$ cat src/rtl/ascii_arb_pkg.sv
// Shared types and defaults for the ascii_master_controller write-port arbiter.
package ascii_arb_pkg;

  typedef enum logic [1:0] {
    StIdle,
    StArb,
    StGrant,
    StRelease
  } state_t;

  localparam int unsigned ADDR_W_DEF     = 13;
  localparam int unsigned DATA_W_DEF     = 32;
  localparam int unsigned ADDR_LIMIT_DEF = 80 * 60;

endpackage

$ cat src/rtl/ascii_write_arbiter_rr_pick.sv
// Combinational round-robin selector: first set req bit at or above ptr, wrapping.
module rr_pick #(
  parameter int unsigned NUM_REQ = 2,
  parameter int unsigned IDX_W   = 1
) (
  input  logic [NUM_REQ-1:0] req,
  input  logic [IDX_W-1:0]   ptr,
  output logic [NUM_REQ-1:0] onehot,
  output logic [IDX_W-1:0]   idx,
  output logic               valid
);

  always_comb begin
    int unsigned cand;
    cand   = 0;
    onehot = '0;
    idx    = '0;
    valid  = 1'b0;
    for (int unsigned off = 0; off < NUM_REQ; off++) begin
      cand = (32'(ptr) + off) % NUM_REQ;
      if (!valid && req[cand]) begin
        valid        = 1'b1;
        onehot[cand] = 1'b1;
        idx          = IDX_W'(cand);
      end
    end
  end

endmodule

$ cat src/rtl/ascii_write_arbiter.sv
// Round-robin burst arbiter for the ascii_master_controller write port.
// Define BURST_LIMIT_EN to cap each grant at BURST_MAX accepted beats.
module ascii_write_arbiter
  import ascii_arb_pkg::*;
#(
  parameter int unsigned NUM_REQ    = 2,
  parameter int unsigned ADDR_W     = ADDR_W_DEF,
  parameter int unsigned DATA_W     = DATA_W_DEF,
  parameter int unsigned ADDR_LIMIT = ADDR_LIMIT_DEF,
  parameter int unsigned BURST_MAX  = 64
) (
  input  logic                  clk,
  input  logic                  rst,
  input  logic [NUM_REQ-1:0]    req,
  input  logic [NUM_REQ-1:0]    wr_valid,
  input  logic [NUM_REQ*ADDR_W-1:0] wr_addr,
  input  logic [NUM_REQ*DATA_W-1:0] wr_data,
  input  logic [NUM_REQ-1:0]    wr_last,
  output logic [NUM_REQ-1:0]    gnt,
  output logic [NUM_REQ-1:0]    wr_ready,
  output logic                  ascii_write_en,
  output logic [ADDR_W-1:0]     ascii_write_address,
  output logic [DATA_W-1:0]     ascii_input,
  output logic                  busy,
  output logic [15:0]           drop_count
);

  localparam int unsigned IdxW = (NUM_REQ > 1) ? $clog2(NUM_REQ) : 1;

  state_t             state_q;
  logic [IdxW-1:0]    ptr_q;
  logic [IdxW-1:0]    gidx_q;
  logic [NUM_REQ-1:0] pick_onehot;
  logic [IdxW-1:0]    pick_idx;
  logic               pick_valid;

  logic               beat_acc;
  logic [ADDR_W-1:0]  beat_addr;
  logic [DATA_W-1:0]  beat_data;
  logic               beat_legal;
  logic               burst_done;
  logic               grant_exit;

  rr_pick #(
    .NUM_REQ(NUM_REQ),
    .IDX_W  (IdxW)
  ) u_rr_pick (
    .req   (req),
    .ptr   (ptr_q),
    .onehot(pick_onehot),
    .idx   (pick_idx),
    .valid (pick_valid)
  );

  assign wr_ready = (state_q == StGrant) ? gnt : '0;
  assign busy     = (state_q != StIdle);

`ifdef BURST_LIMIT_EN
  localparam int unsigned CntW = $clog2(BURST_MAX + 1);
  logic [CntW-1:0] burst_cnt_q;
  assign burst_done = (burst_cnt_q == CntW'(BURST_MAX - 1));
`else
  assign burst_done = 1'b0;
`endif

  always_comb begin
    beat_acc   = |(wr_valid & wr_ready);
    beat_addr  = wr_addr[gidx_q*ADDR_W +: ADDR_W];
    beat_data  = wr_data[gidx_q*DATA_W +: DATA_W];
    beat_legal = (32'(beat_addr) < ADDR_LIMIT);
    // A beat on the same cycle as a req drop is still written; only one release follows.
    grant_exit = (beat_acc && (wr_last[gidx_q] || burst_done)) || !req[gidx_q];
  end

  always_ff @(posedge clk or posedge rst) begin
    if (rst) begin
      state_q             <= StIdle;
      ptr_q               <= '0;
      gidx_q              <= '0;
      gnt                 <= '0;
      ascii_write_en      <= 1'b0;
      ascii_write_address <= '0;
      ascii_input         <= '0;
      drop_count          <= '0;
`ifdef BURST_LIMIT_EN
      burst_cnt_q         <= '0;
`endif
    end else begin
      ascii_write_en <= 1'b0;
      if (beat_acc) begin
        if (beat_legal) begin
          ascii_write_en      <= 1'b1;
          ascii_write_address <= beat_addr;
          ascii_input         <= beat_data;
        end else if (drop_count != 16'hFFFF) begin
          drop_count <= drop_count + 16'd1;
        end
`ifdef BURST_LIMIT_EN
        burst_cnt_q <= burst_cnt_q + 1'b1;
`endif
      end

      case (state_q)
        StIdle: begin
          if (|req) state_q <= StArb;
        end
        StArb: begin
`ifdef BURST_LIMIT_EN
          burst_cnt_q <= '0;
`endif
          if (pick_valid) begin
            gnt     <= pick_onehot;
            gidx_q  <= pick_idx;
            state_q <= StGrant;
          end else begin
            state_q <= StIdle;
          end
        end
        StGrant: begin
          if (grant_exit) begin
            gnt     <= '0;
            state_q <= StRelease;
          end
        end
        StRelease: begin
          ptr_q   <= (gidx_q == IdxW'(NUM_REQ - 1)) ? '0 : gidx_q + 1'b1;
          state_q <= (|req) ? StArb : StIdle;
        end
        default: state_q <= StIdle;
      endcase
    end
  end

endmodule

$ cat config.mk
export PLATFORM = sky130hd
export DESIGN_NAME = ascii_write_arbiter
export DESIGN_NICKNAME = d
export VERILOG_FILES = /design/src/rtl/ascii_arb_pkg.sv /design/src/rtl/ascii_write_arbiter_rr_pick.sv /design/src/rtl/ascii_write_arbiter.sv
export SDC_FILE = /design/constraint.sdc
export NUM_CORES = 1
export LEC_CHECK = 0
export BUFFER_PORTS_ARGS = -buffer_cell sky130_fd_sc_hd__buf_4
export CAP_MARGIN = 20
export CORE_MARGIN = 4
export CORE_UTILIZATION = 46
export CTS_CLUSTER_DIAMETER = 80
export DETAILED_ROUTE_END_ITERATION = 8
export PLACE_DENSITY = 0.91
export RECOVER_POWER = 25
export SETUP_SLACK_MARGIN = 0.4
export SLEW_MARGIN = 20
export SYNTH_ARGS = -nofsm -noshare
export SYNTH_HDL_FRONTEND = slang
export SYNTH_SLANG_ARGS = --single-unit
export TNS_END_PERCENT = 5
$ cat constraint.sdc
create_clock -name clk -period 2.85 [get_ports clk]
set_clock_uncertainty 0.2 [all_clocks]
set_input_delay 0.4275 -clock clk [delete_from_list [all_inputs] [get_ports clk]]
set_output_delay 0.4275 -clock clk [all_outputs]
set_load 0.03 [all_outputs]
==> flow_summary_export.csv <==
group,metric,value,unit
critical_path,cp-startpoint,"gidx_q",
logic_synthesis,synth_warnings,0,
finish,layout_common_cells,"buf_4 (144), dfrtp_1 (67), nand2_1 (55)",
sta,relSlewSlack,26.2,%
critical_path,cp-end-kind,"register",
die,num_rows,30,
route,wl,9020,um
sta,fin_ws,0.396,ns
sta,worst_slew_pin_slew,1.11,ns
power,power.leakage,2.48,nW
finish,drive_gt1_share,34.9,%
critical_path,arrival,2.47,ns
global_route,grt_max_degree,57,
clock_tree,clock-sinks,68,
critical_path,worstPathRequired,2.86,ns
placement,gp_congestion,0.905,
critical_path,r2r_slack,0.40,ns
logic_synthesis,ys_ff_latch,68,
finish,nets,578,
die,core_area,6790,um^2
die,start_util,47.4,%
clock_tree,clk_path_buf_depth,2,
global_route,grt_usage,21.3,%
placement,place_ws,0.351,ns
global_route,grt_pass1_wl,14400,um
clock_tree,clk_pin_slew,0.07,ns
sta,totalNegativeSetupSlack,0,ns
clock_tree,post-cts-setup-buffers,0,
sta,finalSetupViolations,0,
route,ant_nets,0,
min_path,hold_depth,2,
clock_tree,htree_levels,3,
route,vias_per_cell,5.09,
global_route,grt_pass1_vias,3028,
clock_tree,clk_latency,0.33,ns
logic_synthesis,netlist_area,3220,um^2
sta,period_needed,2.45,ns
critical_path,cp-endpoint,"drop_count[1]",
critical_path,timing.rr.end,"drop_count[1]",
route,drt_iter0_markers,93,
critical_path,criticalPathCategory,"reg -> reg",
power,max-vdd-ir-drop,555,uV
die,die_area,8410,um^2
run_status,outcome,"finished, final reports clean",
logic_synthesis,seq_area_frac_synth,52.8,%
sta,hold_violations,0,
critical_path,r2r_cells,6,
route,drtPass1Iterations,5,
logic_synthesis,yosysUniqueCellTypes,39,
route,num_vias,2953,
finish,final_common_cell,"buf_4",
die,ios,165,
clock_tree,cts_buffers,9,
logic_synthesis,syn_inst,314,
power,p_per_area,959,nW/um^2
critical_path,worstPathMaxFanout,8,
job,max_cap_viol_count,0,
finish,syn_to_final_growth,47.4,%
logic_synthesis,post_synth.cell_area_avg,10.3,um^2
global_route,overflow,0,
clock_tree,cts_tree,"done",
sta,rsz0062_at_grt,"true",
route,wl_per_cell,15.6,um
critical_path,critPathLaunchType,"register",
critical_path,r2r-start,"gidx_q",
min_path,hold_path_class,"in -> reg",
placement,dp_hpwl,6890,um
clock_tree,root_buffer,"clkbuf_8",
logic_synthesis,synth_nets,413,
die,dieWidth,91.7,um
sta,min_period_over_period,86.1,%
die,die_h,91.7,um
finish,diodes,0,
placement,port_buffers,164,
route,drc_errors,0,
sta,drv_slew,0,
sta,timing.fmax,407,MHz
global_route,antenna_found_initial,0,
-- cell usage after synthesis, drive strengths merged --
cell type	n	share of area (%)
nand3	4	0.62
a31oi	3	0.58
xor2	12	3.3
o31a	1	0.27
nor4b	1	0.27
a32o	2	0.62
a222oi	1	0.31
nand2b	2	0.39
nand4	2	0.39
dfrtp	68	53
mux2i	48	15
a211o	1	0.27
clkbuf	10	1.2
nor2	8	0.93
nor2b	6	1.2
a22oi	1	0.23
nand2	55	6.4
nor4	5	0.97
or3b	1	0.27
mux2	1	0.35
nor3	7	1.1
or3	2	0.39
and2	3	0.58
or2	1	0.19
and4	1	0.27
inv	5	0.58
buf	7	1.2
o31ai	1	0.23
nor3b	1	0.23
ha	1	0.39
o21ai	46	7.1
xnor2	1	0.27
a21o	2	0.47
a2bb2oi	1	0.27
a21oi	3	0.47
-- kinds of logic (layout without fill, tap and decap cells) --
group | count (synthesis) | in the layout | synth area share [%]
adders and majority gates | 1 | 1 | 0.388
muxes | 49 | 49 | 15.3
and+or+nand+nor | 99 | 99 | 14.2
AOI/OAI and AO/OA | 62 | 62 | 10.9
xor gates and xnor gates | 13 | 13 | 3.53
DFF | 68 | 68 | 52.8
buffers and inverters | 22 | 192 | 2.99
-- metal layers --
metal	track usage (%)	routed length, um	up-vias
met2	37.5	4670	139
met3	5.58	709	14
met1	25.2	3510	1372
met4	7.43	127	0
met5	0	0	-
li1	-	-	1428
-- cell type report --
| type | count | area (um^2) |
|---|---|---|
| Clock buffer | 10 | 138 |
| Clock inverter | 6 | 87.6 |
| Fill cell | 510 | 2040 |
| Inverter | 5 | 18.8 |
| Multi-Input combinational cell | 224 | 1440 |
| Sequential cell | 68 | 1700 |
| Tap cell | 96 | 120 |
| Timing Repair Buffer | 171 | 1250 |
-- metrics by stage --
stage | std cells | area (um^2) | power, mW | utilization (%) | hold slack (ns)
final | 580 | 4750 | 4.55 | 69.9 | 0.156
after detailed placement | 562 | 4570 | 3.82 | 67.3 | 0.272
after CTS | 579 | 4810 | 4.69 | 70.8 | 0.144
after global routing | 580 | 4750 | 4.83 | 69.9 | 0.144
after floorplan | 314 | 3220 | 2.94 | - | 0.318
after global placement | 562 | 4570 | 3.72 | 67.3 | 0.264
-- critical path, cell delays in order (launching register included) --
cell,delay (ns)
dfrtp_2,0.46
or3_1,0.38
a222oi_1,0.38
buf_4,0.20
or3_1,0.27
nor2_1,0.12
mux2_1,0.33
-- how the worst min path moves through the flow --
stage | start | end | slack [ns]
after floorplan | ptr_q | ptr_q | 0.32
after global placement | ascii_input[15] | ascii_input[15] | 0.26
after detailed placement | ascii_input[19] | ascii_input[19] | 0.27
after CTS | req[0] | gidx_q | 0.14
after global routing | req[0] | gidx_q | 0.14
final | req[0] | gidx_q | 0.16
-- where the power goes --
group / internal (mW) / switching (mW) / total, mW / leakage (nW)
logic: 0.803 / 1.36 / 2.16 / 1.51
registers: 1.30 / 0.221 / 1.52 / 0.867
clock network: 0.515 / 0.356 / 0.871 / 0.105
total: 2.62 / 1.94 / 4.55 / 2.48
-- registers in the layout, indices dropped and copies added, names as in the netlist, named ones only --
name	cells
drop_count	16
ascii_write_address	13
state_q	1
ascii_input	32
ascii_write_en	1
gnt	2
ptr_q	1
gidx_q	1
-- repair_timing --
action | 4_1_cts | 5_1_grt
setup endpoints to repair | 0 | 36
gates resized for setup | 0 | 1
hold endpoints to repair | 27 | 0
hold buffers | 1 | 0
(Power assumes the default switching activity.)
